`src/rtl/axil_slave_mem.sv`:
```
// AXI4-Lite slave word memory with write/read commit counters.
// Optional: `define AXIL_SLAVE_MEM_SLVERR_EN makes out-of-range word indices answer SLVERR instead of aliasing.
module axil_slave_mem #(
    parameter int C_S_AXI_DATA_WIDTH = 32,
    parameter int C_S_AXI_ADDR_WIDTH = 6,
    parameter int NUM_WORDS          = 16,
    parameter int CNT_WIDTH          = 16
) (
    input  logic                            ACLK,
    input  logic                            ARESETN,
    input  logic [C_S_AXI_ADDR_WIDTH-1:0]   S_AXI_AWADDR,
    input  logic [2:0]                      S_AXI_AWPROT,
    input  logic                            S_AXI_AWVALID,
    output logic                            S_AXI_AWREADY,
    input  logic [C_S_AXI_DATA_WIDTH-1:0]   S_AXI_WDATA,
    input  logic [C_S_AXI_DATA_WIDTH/8-1:0] S_AXI_WSTRB,
    input  logic                            S_AXI_WVALID,
    output logic                            S_AXI_WREADY,
    output logic [1:0]                      S_AXI_BRESP,
    output logic                            S_AXI_BVALID,
    input  logic                            S_AXI_BREADY,
    input  logic [C_S_AXI_ADDR_WIDTH-1:0]   S_AXI_ARADDR,
    input  logic [2:0]                      S_AXI_ARPROT,
    input  logic                            S_AXI_ARVALID,
    output logic                            S_AXI_ARREADY,
    output logic [C_S_AXI_DATA_WIDTH-1:0]   S_AXI_RDATA,
    output logic [1:0]                      S_AXI_RRESP,
    output logic                            S_AXI_RVALID,
    input  logic                            S_AXI_RREADY,
    output logic [CNT_WIDTH-1:0]            wr_cnt,
    output logic [CNT_WIDTH-1:0]            rd_cnt
);
    localparam int RAW_W = C_S_AXI_ADDR_WIDTH - 2;
    localparam int IDX_W = (NUM_WORDS > 1) ? $clog2(NUM_WORDS) : 1;

    typedef enum logic [2:0] {
        W_IDLE    = 3'd0,
        W_HAVE_AW = 3'd1,
        W_HAVE_W  = 3'd2,
        W_COMMIT  = 3'd3,
        W_RESP    = 3'd4
    } wstate_t;

    typedef enum logic [0:0] {
        R_IDLE = 1'b0,
        R_RESP = 1'b1
    } rstate_t;

    function automatic logic [IDX_W-1:0] map_idx(input logic [RAW_W-1:0] raw);
        return IDX_W'(32'(raw) % 32'(NUM_WORDS));
    endfunction

    function automatic logic [31:0] merge_bytes(input logic [31:0] old_word,
                                                input logic [31:0] new_word,
                                                input logic [3:0]  strb);
        logic [31:0] res;
        res = old_word;
        for (int i = 0; i < 4; i++) begin
            if (strb[i]) begin
                res[8*i +: 8] = new_word[8*i +: 8];
            end else begin
                res[8*i +: 8] = old_word[8*i +: 8];
            end
        end
        return res;
    endfunction

    wstate_t                wstate_r, wstate_s;
    rstate_t                rstate_r, rstate_s;
    logic                   awready_r, awready_s, wready_r, wready_s, bvalid_r;
    logic                   arready_r, arready_s, rvalid_r;
    logic [1:0]             bresp_r, rresp_r;
    logic [31:0]            rdata_r, wdata_r;
    logic [3:0]             wstrb_r;
    logic [RAW_W-1:0]       aw_raw_r, ar_raw_s;
    logic [IDX_W-1:0]       aw_idx_s, ar_idx_s;
    logic [CNT_WIDTH-1:0]   wr_cnt_r, rd_cnt_r;
    logic [31:0]            mem_r [NUM_WORDS];
    logic [NUM_WORDS-1:0]   valid_r;
    logic [31:0]            old_word_s, rd_word_s;
    logic                   aw_hs_s, w_hs_s, ar_hs_s, commit_s, aw_ok_s, ar_ok_s;
    logic                   unused_s;

    assign aw_hs_s    = S_AXI_AWVALID & awready_r;
    assign w_hs_s     = S_AXI_WVALID & wready_r;
    assign ar_hs_s    = S_AXI_ARVALID & arready_r;
    assign commit_s   = (wstate_r == W_COMMIT);
    assign aw_idx_s   = map_idx(aw_raw_r);
    assign ar_raw_s   = S_AXI_ARADDR[C_S_AXI_ADDR_WIDTH-1:2];
    assign ar_idx_s   = map_idx(ar_raw_s);
    // Words never written since reset read as zero; this is how reset clears memory.
    assign old_word_s = valid_r[aw_idx_s] ? mem_r[aw_idx_s] : 32'h0000_0000;
    assign rd_word_s  = valid_r[ar_idx_s] ? mem_r[ar_idx_s] : 32'h0000_0000;
    assign unused_s   = ^{S_AXI_AWPROT, S_AXI_ARPROT, S_AXI_AWADDR[1:0], S_AXI_ARADDR[1:0]};

`ifdef AXIL_SLAVE_MEM_SLVERR_EN
    assign aw_ok_s = (32'(aw_raw_r) < 32'(NUM_WORDS));
    assign ar_ok_s = (32'(ar_raw_s) < 32'(NUM_WORDS));
`else
    assign aw_ok_s = 1'b1;
    assign ar_ok_s = 1'b1;
`endif

    // Write FSM next state and next-cycle ready values.
    always_comb begin
        wstate_s = wstate_r;
        case (wstate_r)
            W_IDLE: begin
                if (aw_hs_s && w_hs_s) begin
                    wstate_s = W_COMMIT;
                end else if (aw_hs_s) begin
                    wstate_s = W_HAVE_AW;
                end else if (w_hs_s) begin
                    wstate_s = W_HAVE_W;
                end else begin
                    wstate_s = W_IDLE;
                end
            end
            W_HAVE_AW: wstate_s = w_hs_s ? W_COMMIT : W_HAVE_AW;
            W_HAVE_W:  wstate_s = aw_hs_s ? W_COMMIT : W_HAVE_W;
            W_COMMIT:  wstate_s = W_RESP;
            W_RESP:    wstate_s = (bvalid_r && S_AXI_BREADY) ? W_IDLE : W_RESP;
            default:   wstate_s = W_IDLE;
        endcase
        awready_s = (wstate_s == W_IDLE) || (wstate_s == W_HAVE_W);
        wready_s  = (wstate_s == W_IDLE) || (wstate_s == W_HAVE_AW);
    end

    // Write channel registers, commit bookkeeping and write response.
    always_ff @(posedge ACLK) begin
        if (!ARESETN) begin
            wstate_r  <= W_IDLE;
            awready_r <= 1'b0;
            wready_r  <= 1'b0;
            bvalid_r  <= 1'b0;
            bresp_r   <= 2'b00;
            aw_raw_r  <= '0;
            wdata_r   <= 32'h0000_0000;
            wstrb_r   <= 4'h0;
            wr_cnt_r  <= '0;
            valid_r   <= '0;
        end else begin
            wstate_r  <= wstate_s;
            awready_r <= awready_s;
            wready_r  <= wready_s;
            if (aw_hs_s) begin
                aw_raw_r <= S_AXI_AWADDR[C_S_AXI_ADDR_WIDTH-1:2];
            end
            if (w_hs_s) begin
                wdata_r <= S_AXI_WDATA[31:0];
                wstrb_r <= S_AXI_WSTRB[3:0];
            end
            if (commit_s) begin
                if (aw_ok_s) begin
                    valid_r[aw_idx_s] <= 1'b1;
                end
                wr_cnt_r <= wr_cnt_r + CNT_WIDTH'(1);
                bvalid_r <= 1'b1;
                bresp_r  <= aw_ok_s ? 2'b00 : 2'b10;
            end else if (bvalid_r && S_AXI_BREADY) begin
                bvalid_r <= 1'b0;
            end
        end
    end

    // Memory array without reset so it can map onto RAM; valid_r masks stale contents.
    always_ff @(posedge ACLK) begin
        if (ARESETN && commit_s && aw_ok_s) begin
            mem_r[aw_idx_s] <= merge_bytes(old_word_s, wdata_r, wstrb_r);
        end
    end

    // Read FSM next state and next-cycle ARREADY.
    always_comb begin
        rstate_s = rstate_r;
        case (rstate_r)
            R_IDLE:  rstate_s = ar_hs_s ? R_RESP : R_IDLE;
            R_RESP:  rstate_s = (rvalid_r && S_AXI_RREADY) ? R_IDLE : R_RESP;
            default: rstate_s = R_IDLE;
        endcase
        arready_s = (rstate_s == R_IDLE);
    end

    // Read capture; a capture coinciding with a commit sees the pre-write word.
    always_ff @(posedge ACLK) begin
        if (!ARESETN) begin
            rstate_r  <= R_IDLE;
            arready_r <= 1'b0;
            rvalid_r  <= 1'b0;
            rdata_r   <= 32'h0000_0000;
            rresp_r   <= 2'b00;
            rd_cnt_r  <= '0;
        end else begin
            rstate_r  <= rstate_s;
            arready_r <= arready_s;
            if (ar_hs_s) begin
                rdata_r  <= ar_ok_s ? rd_word_s : 32'hDEAD_BEEF;
                rresp_r  <= ar_ok_s ? 2'b00 : 2'b10;
                rvalid_r <= 1'b1;
                rd_cnt_r <= rd_cnt_r + CNT_WIDTH'(1);
            end else if (rvalid_r && S_AXI_RREADY) begin
                rvalid_r <= 1'b0;
            end
        end
    end

    assign S_AXI_AWREADY = awready_r;
    assign S_AXI_WREADY  = wready_r;
    assign S_AXI_BVALID  = bvalid_r;
    assign S_AXI_BRESP   = bresp_r;
    assign S_AXI_ARREADY = arready_r;
    assign S_AXI_RVALID  = rvalid_r;
    assign S_AXI_RDATA   = C_S_AXI_DATA_WIDTH'(rdata_r);
    assign S_AXI_RRESP   = rresp_r;
    assign wr_cnt        = wr_cnt_r;
    assign rd_cnt        = rd_cnt_r;

endmodule
```
`config.mk`:
```
export PLATFORM = sky130hd
export DESIGN_NAME = axil_slave_mem
export DESIGN_NICKNAME = d
export VERILOG_FILES = /design/src/rtl/axil_slave_mem.sv
export SDC_FILE = /design/constraint.sdc
export NUM_CORES = 1
export LEC_CHECK = 0
export ABC_AREA = 1
export CORE_MARGIN = 5
export CORE_UTILIZATION = 40
export DETAILED_ROUTE_END_ITERATION = 7
export DONT_BUFFER_PORTS = 1
export PLACE_DENSITY = 0.6
export SLEW_MARGIN = 20
export SYNTH_ARGS = -nofsm -noshare
export SYNTH_HDL_FRONTEND = slang
export SYNTH_SLANG_ARGS = --single-unit
```
`constraint.sdc`:
```
create_clock -name ACLK -period 4.7 [get_ports ACLK]
set_input_delay 0.94 -clock ACLK [delete_from_list [all_inputs] [get_ports ACLK]]
set_output_delay 0.94 -clock ACLK [all_outputs]
set_load 0.01 [all_outputs]
```
==> reports/results.tsv, run 1 <==
stage	metric	value	unit
layout	layout cell share with drive strength beyond 1	0.0455	
timing	setup TNS	0	ns
pwr	switching portion of total power	0.214	
pwr	P_int	9.41	mW
timing	endpoints failing setup	0	
pwr	Final Total Pwr	12.0	mW
routing	drt pass-1 iters	6	
clock_network	TritonCTS clock tree	built	
min_path	worst hold-check path type	input pin to register	
worst_setup_path	crit path kind	register to register	
worst_setup_path	r2r setup slk	1.75	ns
clock_network	Clock Sinks	641	
synthesis	cell area after synthesis	27400	um2
grt	global-route wire length before repair	103	mm
grt	initial antenna violation count	8	
placed_design	input/output buffers	0	
placed_design	RePlAce Congestion	0.786	
timing	final worst path period share	0.628	
timing	hold_ws	0.473	ns
routing	drt via density	4.96	
floorplan	Boundary Pins	134	
synthesis	Ys Warns	0	
layout	layout net count	2890	
clock_network	post-CTS sizing	0	
synthesis	Synth Register Bits	641	
timing	Layout Skew	0.0334	ns
synthesis	syn avg cell area	9.47	um2
floorplan	die area	73900	um2
timing	Max Clk Rate	0.339	GHz
pwr	Clock power frac	0.443	
worst_setup_path	Worst EP required	4.92	ns
timing	Final Hold Fails	0	
clock_network	Clock Tree Root	clkbuf_16	
timing	worst-margin pin slew	0.978	ns
routing	M1 WL	27.5	mm
routing	routed wl met2	31.3	mm
worst_setup_path	Critical Path Sink Type	register	
grt	pin count of the biggest net entering global routing	267	
worst_setup_path	FF-to-FF path depth	7	
worst_setup_path	WP data arrival	3.17	ns
timing	Slew Viols, Final	0	
run	max cap viols	0	
pwr	Leak	12.8	nW
grt	vias in the first global route	18100	
routing	DR vias	18700	
floorplan	Starting Density	0.401	
placed_design	HPWL Detailed	39.8	mm
routing	DRC Markers	0	
worst_setup_path	Max FO, Critical Path	9	
clock_network	Clock Latency Late Sink	0.61	ns
placed_design	Post-Place Cell Area	28000	um2
synthesis	Yosys cell types	30	
clock_network	Setup Buffers After CTS	0	
floorplan	row count	96	
floorplan	Die Y	272	um
routing	Max Used Layer	met5	
pwr	power share of the combinational group	0.041	
pwr	Pwr Density	397	nW/um2
worst_setup_path	reg2reg start	wstate_r[2]	
worst_setup_path	crit path to	mem_r[11][23]	
timing	Slew headroom	0.345	
worst_setup_path	CP Launch Type	register	
layout	most frequent cells in the layout	819 x nand2_1, 512 x edfxtp_1, 480 x inv_1, 448 x nand3_1, 175 x nor2_1	
pwr	sequential share of power	0.515	
floorplan	core area	68300	um2
routing	wire per inst	17.7	um
pwr	IR drop worst, VDD	0.000232	V
floorplan	die width	272	um
layout	Post-Layout Inst Area	30200	um2
grt	gr usage total	0.177	
grt	GRT Residual Overflow	0	
worst_setup_path	reg2reg end	mem_r[11][23]	
clock_network	Worst-path clk slew	0.06	ns
synthesis	Syn Inst Count	2896	
routing	Routed Wire Length	66.7	mm
status	status	finished, final reports clean	
clock_network	H-tree levels	3	
clock_network	Bufs on Longest Clock Path	3	
layout	Area growth syn-to-layout	10.1	%
timing	RSZ-0062 raised after global routing	false	
worst_setup_path	worst setup path startpoint	wstate_r[2]	
clock_network	CTS hold repair buffers	0	
synthesis	post-synthesis sequential area ratio	0.655	
layout	most common cell after layout, fill and taps aside	nand2_1	
routing	met3 WL	6.36	mm
timing	Tmin final	2.95	ns
clock_network	number of buffers created by CTS	67	
pwr	switching pwr	2.56	mW
routing	Post-DRT Antenna Nets	0	
routing	Iteration-0 DRC Markers	1459	
worst min path at each step:
stage               startpoint    endpoint  cells past startpoint
global placement    wdata_r[0]  wdata_r[0]                      2
global route           ARESETN  rd_cnt[10]                      2
finish                 ARESETN  rd_cnt[10]                      2
floorplan           wdata_r[0]  wdata_r[0]                      2
detailed placement  wdata_r[0]  wdata_r[0]                      2
CTS                    ARESETN   rd_cnt[6]                      2
worst max-delay path, stage by stage (launching register included):
cell and delay [ns]:
dfxtp_1 0.32, inv_1 0.07, nand3_2 0.18, nor2_2 0.40, inv_1 0.12, nor2_1 0.29, nand2_1 0.34, nor2_1 0.85
power groups by stage:
stage	clock, mW	sequential (mW)	combinational, mW
4_1_cts	5.40	6.17	0.495
6_report	5.31	6.17	0.494
3_5_place_dp	0	6.29	0.493
5_1_grt	5.64	6.17	0.560
3_3_place_gp	0	6.29	0.482
2_1_floorplan	0	6.27	0.430
final cells by class:
type	count	area (um2)
inverters	485	1830
diodes	7	17.5
fillers	6298	38100
well taps	882	1100
clock buffers	86	1870
multi-input cells	1622	6990
clock inverters	35	332
flip-flops and latches	641	18000
repair buffers	10	100
through the flow:
stage | setup WS [ns] | utilization | instances
after global routing | 1.56 | 0.442 | 3762
after global placement | 1.55 | 0.409 | 3640
final | 1.75 | 0.442 | 3768
after detailed placement | 1.45 | 0.409 | 3640
after CTS | 1.81 | 0.442 | 3761
after floorplan | 2.27 | - | 2899
synthesized netlist by cell type (all sizes together):
cell type  number  share of area
o211ai          1        0.00027
a22oi           8         0.0022
nand4           5         0.0011
dfxtp         129          0.094
o21ai          74          0.014
a21oi          59          0.011
nand2         821           0.11
ha              2        0.00091
buf            85          0.016
nor2          183          0.027
a211oi          1        0.00027
nand3         449          0.082
conb            1        0.00014
o21bai          1        0.00027
clkinv          2        0.00027
clkbuf         66         0.0090
inv           483          0.066
xor2            2        0.00064
edfxtp        512           0.56
a31oi           1        0.00023
nor3            5         0.0011
nor3b           5         0.0014
xnor2           1        0.00032
metal layers:
| metal | GRT usage | vias up |
|---|---|---|
| met3 | 0.0505 | 110 |
| li1 | - | 9164 |
| met4 | 0.0567 | 6 |
| met2 | 0.294 | 647 |
| met1 | 0.225 | 8754 |
| met5 | 0 | - |
state kept, by name, summed over array words and instances, names as in the netlist, 3 cells and up:
name / flops
valid_r: 16
wdata_r: 32
rd_cnt: 16
S_AXI_RDATA: 32
wr_cnt: 16
wstrb_r: 4
wstate_r: 3
mem_r: 512
aw_raw_r: 4
cells by family (layout without fill, tap and decap cells):
kind of cell,count (synthesis),in the layout,share of synthesized area
AND/OR/NAND/NOR,1468,1468,0.225
AO/OA/AOI/OAI,145,145,0.0275
XOR/XNOR,3,3,0.000958
other,1,11,0.000137
buffers and inverters,636,616,0.0910
flip-flops,641,641,0.655
adder cells (fa/ha/maj),2,2,0.000912
No activity file was read; power rests on OpenSTA's default activity.
==> run 2: changes to the inputs <==
--- a/config.mk
+++ b/config.mk
@@ -10,7 +10,7 @@
 export CORE_UTILIZATION = 40
 export DETAILED_ROUTE_END_ITERATION = 7
 export DONT_BUFFER_PORTS = 1
-export PLACE_DENSITY = 0.6
+export PLACE_DENSITY = 0.62
 export SLEW_MARGIN = 20
 export SYNTH_ARGS = -nofsm -noshare
 export SYNTH_HDL_FRONTEND = slang
==> constraint.sdc (replaced) <==
create_clock -name ACLK -period 2.43 [get_ports ACLK]
set_input_delay 0.486 -clock ACLK [delete_from_list [all_inputs] [get_ports ACLK]]
set_output_delay 0.486 -clock ACLK [all_outputs]
set_load 0.01 [all_outputs]
==> reports/results.tsv, run 2 (synthesized netlist as in run 1, its figures left out) <==
stage	metric	value	unit
status	status	finished, violations left	
status	failing checks	negative setup slack	
layout	Most flops, register	mem_r	
pwr	IR drop worst, VDD	0.000537	V
layout	layout net count	2975	
grt	initial antenna violation count	8	
timing	post-route setup slack	-0.00350	ns
clock_network	Clock Tree Root	clkbuf_16	
timing	endpoints failing setup	4	
grt	gr usage total	0.179	
layout	Area growth syn-to-layout	13.1	%
clock_network	H-tree levels	3	
worst_setup_path	crit path cell chain	nand3_2 -> nor2_2 -> inv_1 -> nor2_1 -> nand2_1 -> nor2_1	
grt	global-route wire length before repair	104	mm
floorplan	Die Y	272	um
routing	DR vias	18900	
layout	area of the multi-input gates	7090	um2
timing	Layout Skew	0.0218	ns
worst_setup_path	Max FO, Critical Path	8	
pwr	Leak	13.2	nW
timing	Slew Viols, Final	0	
clock_network	Worst-path clk slew	0.06	ns
timing	final worst path period share	1.00	
worst_setup_path	crit-path max cell delay	0.72	ns
worst_setup_path	Worst EP required	2.65	ns
placed_design	Post-Place Cells	3716	
worst_setup_path	CP Launch Type	register	
worst_setup_path	cell family with most CP delay	simple AND/OR/NAND/NOR gates	
timing	RSZ-0062 raised after global routing	true	
worst_setup_path	WP data arrival	2.65	ns
pwr	Pwr Density	744	nW/um2
placed_design	RePlAce Congestion	0.817	
layout	Layout Cells excl Fill	3852	
routing	Routed Wire Length	67.6	mm
placed_design	input/output buffers	0	
floorplan	die width	272	um
placed_design	Place WS	-0.0267	ns
timing	worst-margin pin slew	0.878	ns
layout	register area	18000	um2
worst_setup_path	Critical-path top delay cell	nor2_1	
grt	vias in the first global route	17700	
worst_setup_path	crit path kind	register to register	
worst_setup_path	Top cell by count, worst path	nor2_1	
grt	GRT Residual Overflow	0	
floorplan	row count	96	
clock_network	number of buffers created by CTS	68	
routing	drt pass-1 iters	5	
layout	most frequent cells in the layout	820 x nand2_1, 512 x edfxtp_1, 479 x inv_1, 448 x nand3_1, 139 x nor2_1	
clock_network	Clock Sinks	641	
layout	most common cell after layout, fill and taps aside	nand2_1	
worst_setup_path	CP bufs+invs	1	
min_path	worst hold-check path type	input pin to register	
routing	DRC Markers	0	
floorplan	Starting Density	0.401	
run	max cap viols	0	
floorplan	die area	73900	um2
routing	Iteration-0 DRC Markers	1654	
clock_network	Clock Latency Late Sink	0.60	ns
timing	Max Clk Rate	0.411	GHz
grt	pin count of the biggest net entering global routing	267	
timing	Tmin final	2.43	ns
layout	layout cell share with drive strength beyond 1	0.0792	
layout	total of fill cells in the finished design	6301	
worst_setup_path	Critical Path Sink Type	register	
timing	Final Hold Fails	0	
routing	drt via density	4.90	
clock_network	TritonCTS clock tree	built	
routing	wire per inst	17.6	um
layout	max reg flops	512	
timing	Slew headroom	0.415	
clock_network	Bufs on Longest Clock Path	3	
placed_design	HPWL Detailed	41.3	mm
routing	Post-DRT Antenna Nets	0	
floorplan	core area	68300	um2
floorplan	Boundary Pins	134	
[run 2: final cells by class]
class / instances / area share
multi-input cells: 1622 / 0.229
repair buffers: 94 / 0.0276
clock buffers: 90 / 0.0606
inverters: 485 / 0.0590
diodes: 4 / 0.000323
flip-flops and latches: 641 / 0.579
clock inverters: 34 / 0.00920
well taps: 882 / 0.0356
[run 2: stage by stage]
stage | instance area (um2) | total power [mW] | hold slack [ns] | util | TNS [ns]
2_1_floorplan | 27400 | 13.0 | 0.455 | - | 0
3_3_place_gp | 28700 | 13.2 | 0.462 | 0.419 | 0
3_5_place_dp | 28700 | 13.2 | 0.471 | 0.419 | -0.899
4_1_cts | 30900 | 23.2 | 0.000186 | 0.452 | -0.000376
5_1_grt | 31000 | 23.8 | 0.00566 | 0.454 | -5.42
6_report | 31000 | 23.1 | 0.0272 | 0.454 | -0.0107
[run 2: worst paths after layout]
path         cells past startpoint   startpoint           end  slack (ns)
min reg2reg                      2  wdata_r[13]   wdata_r[13]        0.48
max                              6  wstate_r[1]  mem_r[7][22]      -0.004
max reg2reg                      6  wstate_r[1]  mem_r[7][22]      -0.004
min                              2      ARESETN    wdata_r[2]        0.03
[run 2: power breakdown]
group	switching [mW]	total [mW]	internal, mW
sequential	0.0812	11.9	11.8
combinational	0.721	1.07	0.345
clock	4.21	10.1	5.88
total	5.01	23.1	18.1
[run 2: worst register-to-register path, cell delays in order, from the launching register on]
cell and delay [ns]:
dfxtp_1 0.36, nand3_2 0.11, nor2_2 0.16, inv_1 0.09, nor2_1 0.26, nand2_1 0.35
nor2_1 0.72
[run 2: per-layer routing]
layer | GRT usage | routed length (um)
met1 | 0.243 | 29400
met3 | 0.0388 | 4940
met4 | 0.0485 | 1280
met2 | 0.295 | 32000
met5 | 0 | 34
[run 2: what timing repair did]
item	CTS	global route
setup endpoints to repair	96	413
resized for setup	5	34
hold buffers	5	0
pin swaps	1	1
buffers inserted	1	2
endpoints found under the hold margin	17	0
==> run 3: changes to the inputs <==
--- a/config.mk
+++ b/config.mk
@@ -7,10 +7,11 @@
 export LEC_CHECK = 0
 export ABC_AREA = 1
 export CORE_MARGIN = 5
-export CORE_UTILIZATION = 40
+export CORE_UTILIZATION = 57
 export DETAILED_ROUTE_END_ITERATION = 7
 export DONT_BUFFER_PORTS = 1
-export PLACE_DENSITY = 0.62
+export HOLD_SLACK_MARGIN = 0.02
+export PLACE_DENSITY = 0.81
 export SLEW_MARGIN = 20
 export SYNTH_ARGS = -nofsm -noshare
 export SYNTH_HDL_FRONTEND = slang
==> reports/results.tsv, run 3 (synthesized netlist as in run 1, its figures left out) <==
stage	metric	value	unit
status	status	finished, violations left	
status	failing checks	negative setup slack	
worst_setup_path	Top cell by count, worst path	nand2_1	
routing	DR vias	20300	
pwr	switching portion of total power	0.221	
worst_setup_path	Max FO, Critical Path	16	
pwr	Leak	13.1	nW
layout	register area	18000	um2
routing	Post-DRT Antenna Nets	0	
worst_setup_path	Worst EP required	2.69	ns
clock_network	Worst-path clk slew	0.06	ns
placed_design	input/output buffers	0	
timing	post-route setup slack	-0.101	ns
pwr	IR drop worst, VDD	0.000573	V
pwr	switching pwr	5.05	mW
pwr	Clock power frac	0.429	
layout	most frequent cells in the layout	820 x nand2_1, 512 x edfxtp_1, 483 x inv_1, 448 x nand3_1, 129 x dfxtp_1	
timing	Final Hold Fails	0	
routing	drt via density	5.70	
worst_setup_path	crit path cell chain	nand2_1 -> inv_1 -> a22oi_1 -> nand2_1 -> nand2_1 -> nand2_1 -> nor2_4 -> nor2_4 -> nor2_1	
timing	Slew headroom	0.370	
worst_setup_path	crit path kind	register to register	
timing	final worst path period share	1.04	
run	max cap viols	0	
layout	ANT cells	0	
placed_design	Post-Place Cell Area	27900	um2
clock_network	TritonCTS clock tree	built	
layout	most common cell after layout, fill and taps aside	nand2_1	
clock_network	H-tree levels	2	
layout	total of fill cells in the finished design	3377	
timing	Max Clk Rate	0.395	GHz
routing	DRC Markers	0	
pwr	Final Total Pwr	22.8	mW
pwr	Pwr Density	746	nW/um2
layout	final core utilization	0.641	
routing	drt pass-1 iters	6	
layout	layout cell share with drive strength beyond 1	0.0722	
layout	Layout Cells excl Fill	3550	
worst_setup_path	CP bufs+invs	1	
floorplan	row count	80	
floorplan	die width	229	um
pwr	power share of the combinational group	0.048	
timing	Tmin final	2.53	ns
grt	global-route wire length before repair	106	mm
grt	GRT Residual Overflow	0	
clock_network	Clock Tree Root	clkbuf_16	
worst_setup_path	Critical Path Sink Type	register	
worst_setup_path	cell family with most CP delay	simple AND/OR/NAND/NOR gates	
placed_design	Post-Place Cells	3404	
grt	gr usage total	0.253	
timing	endpoints failing setup	85	
layout	layout net count	2946	
placed_design	HPWL Detailed	41.3	mm
worst_setup_path	WP data arrival	2.79	ns
timing	Slew Viols, Final	0	
floorplan	Starting Density	0.576	
clock_network	number of buffers created by CTS	61	
pwr	P_int	17.7	mW
floorplan	core area	47600	um2
floorplan	Die Y	229	um
floorplan	Boundary Pins	134	
layout	Area growth syn-to-layout	11.4	%
floorplan	die area	52600	um2
timing	worst-margin pin slew	0.939	ns
layout	Most flops, register	mem_r	
worst_setup_path	crit-path max cell delay	0.63	ns
timing	RSZ-0062 raised after global routing	true	
layout	max reg flops	512	
min_path	worst hold-check path type	input pin to register	
timing	Layout Skew	0.0177	ns
routing	Routed Wire Length	68.5	mm
clock_network	Clock Latency Late Sink	0.64	ns
placed_design	RePlAce Congestion	0.892	
worst_setup_path	Critical-path top delay cell	nor2_1	
routing	Iteration-0 DRC Markers	2564	
pwr	sequential share of power	0.523	
grt	pin count of the biggest net entering global routing	267	
clock_network	Bufs on Longest Clock Path	3	
layout	Post-Layout Inst Area	30600	um2
routing	wire per inst	19.3	um
layout	area of the multi-input gates	7160	um2
grt	initial antenna violation count	0	
clock_network	Clock Sinks	641	
grt	vias in the first global route	19700	
worst_setup_path	CP Launch Type	register	
run 3: cell types whose count changed in the layout (fill, tap and decap cells not counted), moves of 6 or more:
| cell | before | now |
|---|---|---|
| buf_4 | 78 | 36 |
| clkbuf_1 | 16 | 4 |
| dlygate4sd3_1 | 5 | 25 |
| nor2_1 | 139 | 122 |
| nor2_2 | 37 | 48 |
| nor2_4 | 7 | 13 |
run 3: path summary, 6_finish.rpt:
path | start | endpoint | slack [ns] | cells after the start
worst max-delay path | aw_raw_r[1] | mem_r[3][22] | -0.10 | 9
worst min-delay path | S_AXI_WDATA[5] | wdata_r[5] | 0.04 | 2
worst max register to register | aw_raw_r[1] | mem_r[3][22] | -0.10 | 9
worst min register to register | wdata_r[14] | wdata_r[14] | 0.49 | 2
run 3: power by group through the flow:
stage               combinational, mW  sequential, mW  clock, mW
floorplan                       0.832            12.1          0
finish                           1.09            11.9       9.78
global route                     1.20            11.9       10.3
detailed placement              0.998            12.2          0
global placement                0.952            12.2          0
CTS                              1.06            11.9       9.76
run 3: repair_timing:
item,4_1_cts,5_1_grt
endpoints found under the hold margin,59,0
setup buffers,0,5
gates cloned,0,0
endpoints found under the setup margin,123,413
hold buffers,26,0
pin swaps,0,1
resized for setup,13,48
run 3: final cells by class:
| class | count | share of cell area |
|---|---|---|
| Sequential cell | 641 | 0.588 |
| Multi-Input combinational cell | 1622 | 0.234 |
| Inverter | 485 | 0.0598 |
| Clock buffer | 78 | 0.0589 |
| Tap cell | 615 | 0.0252 |
| Timing Repair Buffer | 72 | 0.0242 |
| Clock inverter | 37 | 0.00979 |
run 3: through the flow:
step / worst slack [ns] / TNS, ns / hold slack, ns
after floorplan: 0.365 / 0 / 0.455
after global placement: 0.0139 / 0 / 0.465
after detailed placement: -0.0784 / -3.17 / 0.473
after CTS: -0.105 / -2.65 / 0.0207
after global routing: -0.187 / -13.26 / 0.0493
final: -0.101 / -4.60 / 0.0363
run 3: routing by layer:
metal,global-route usage,share of wire
met5,0,0
met4,0.101,0.038
met3,0.0552,0.12
met2,0.416,0.47
met1,0.332,0.37
run 3: worst register-to-register path, delay by kind of cell (launching register included):
kind / cells / cell delay, ns
and+or+nand+nor: 7 / 1.50
DFF: 1 / 0.36
AOI/OAI and AO/OA: 1 / 0.19
buffers and inverters: 1 / 0.11
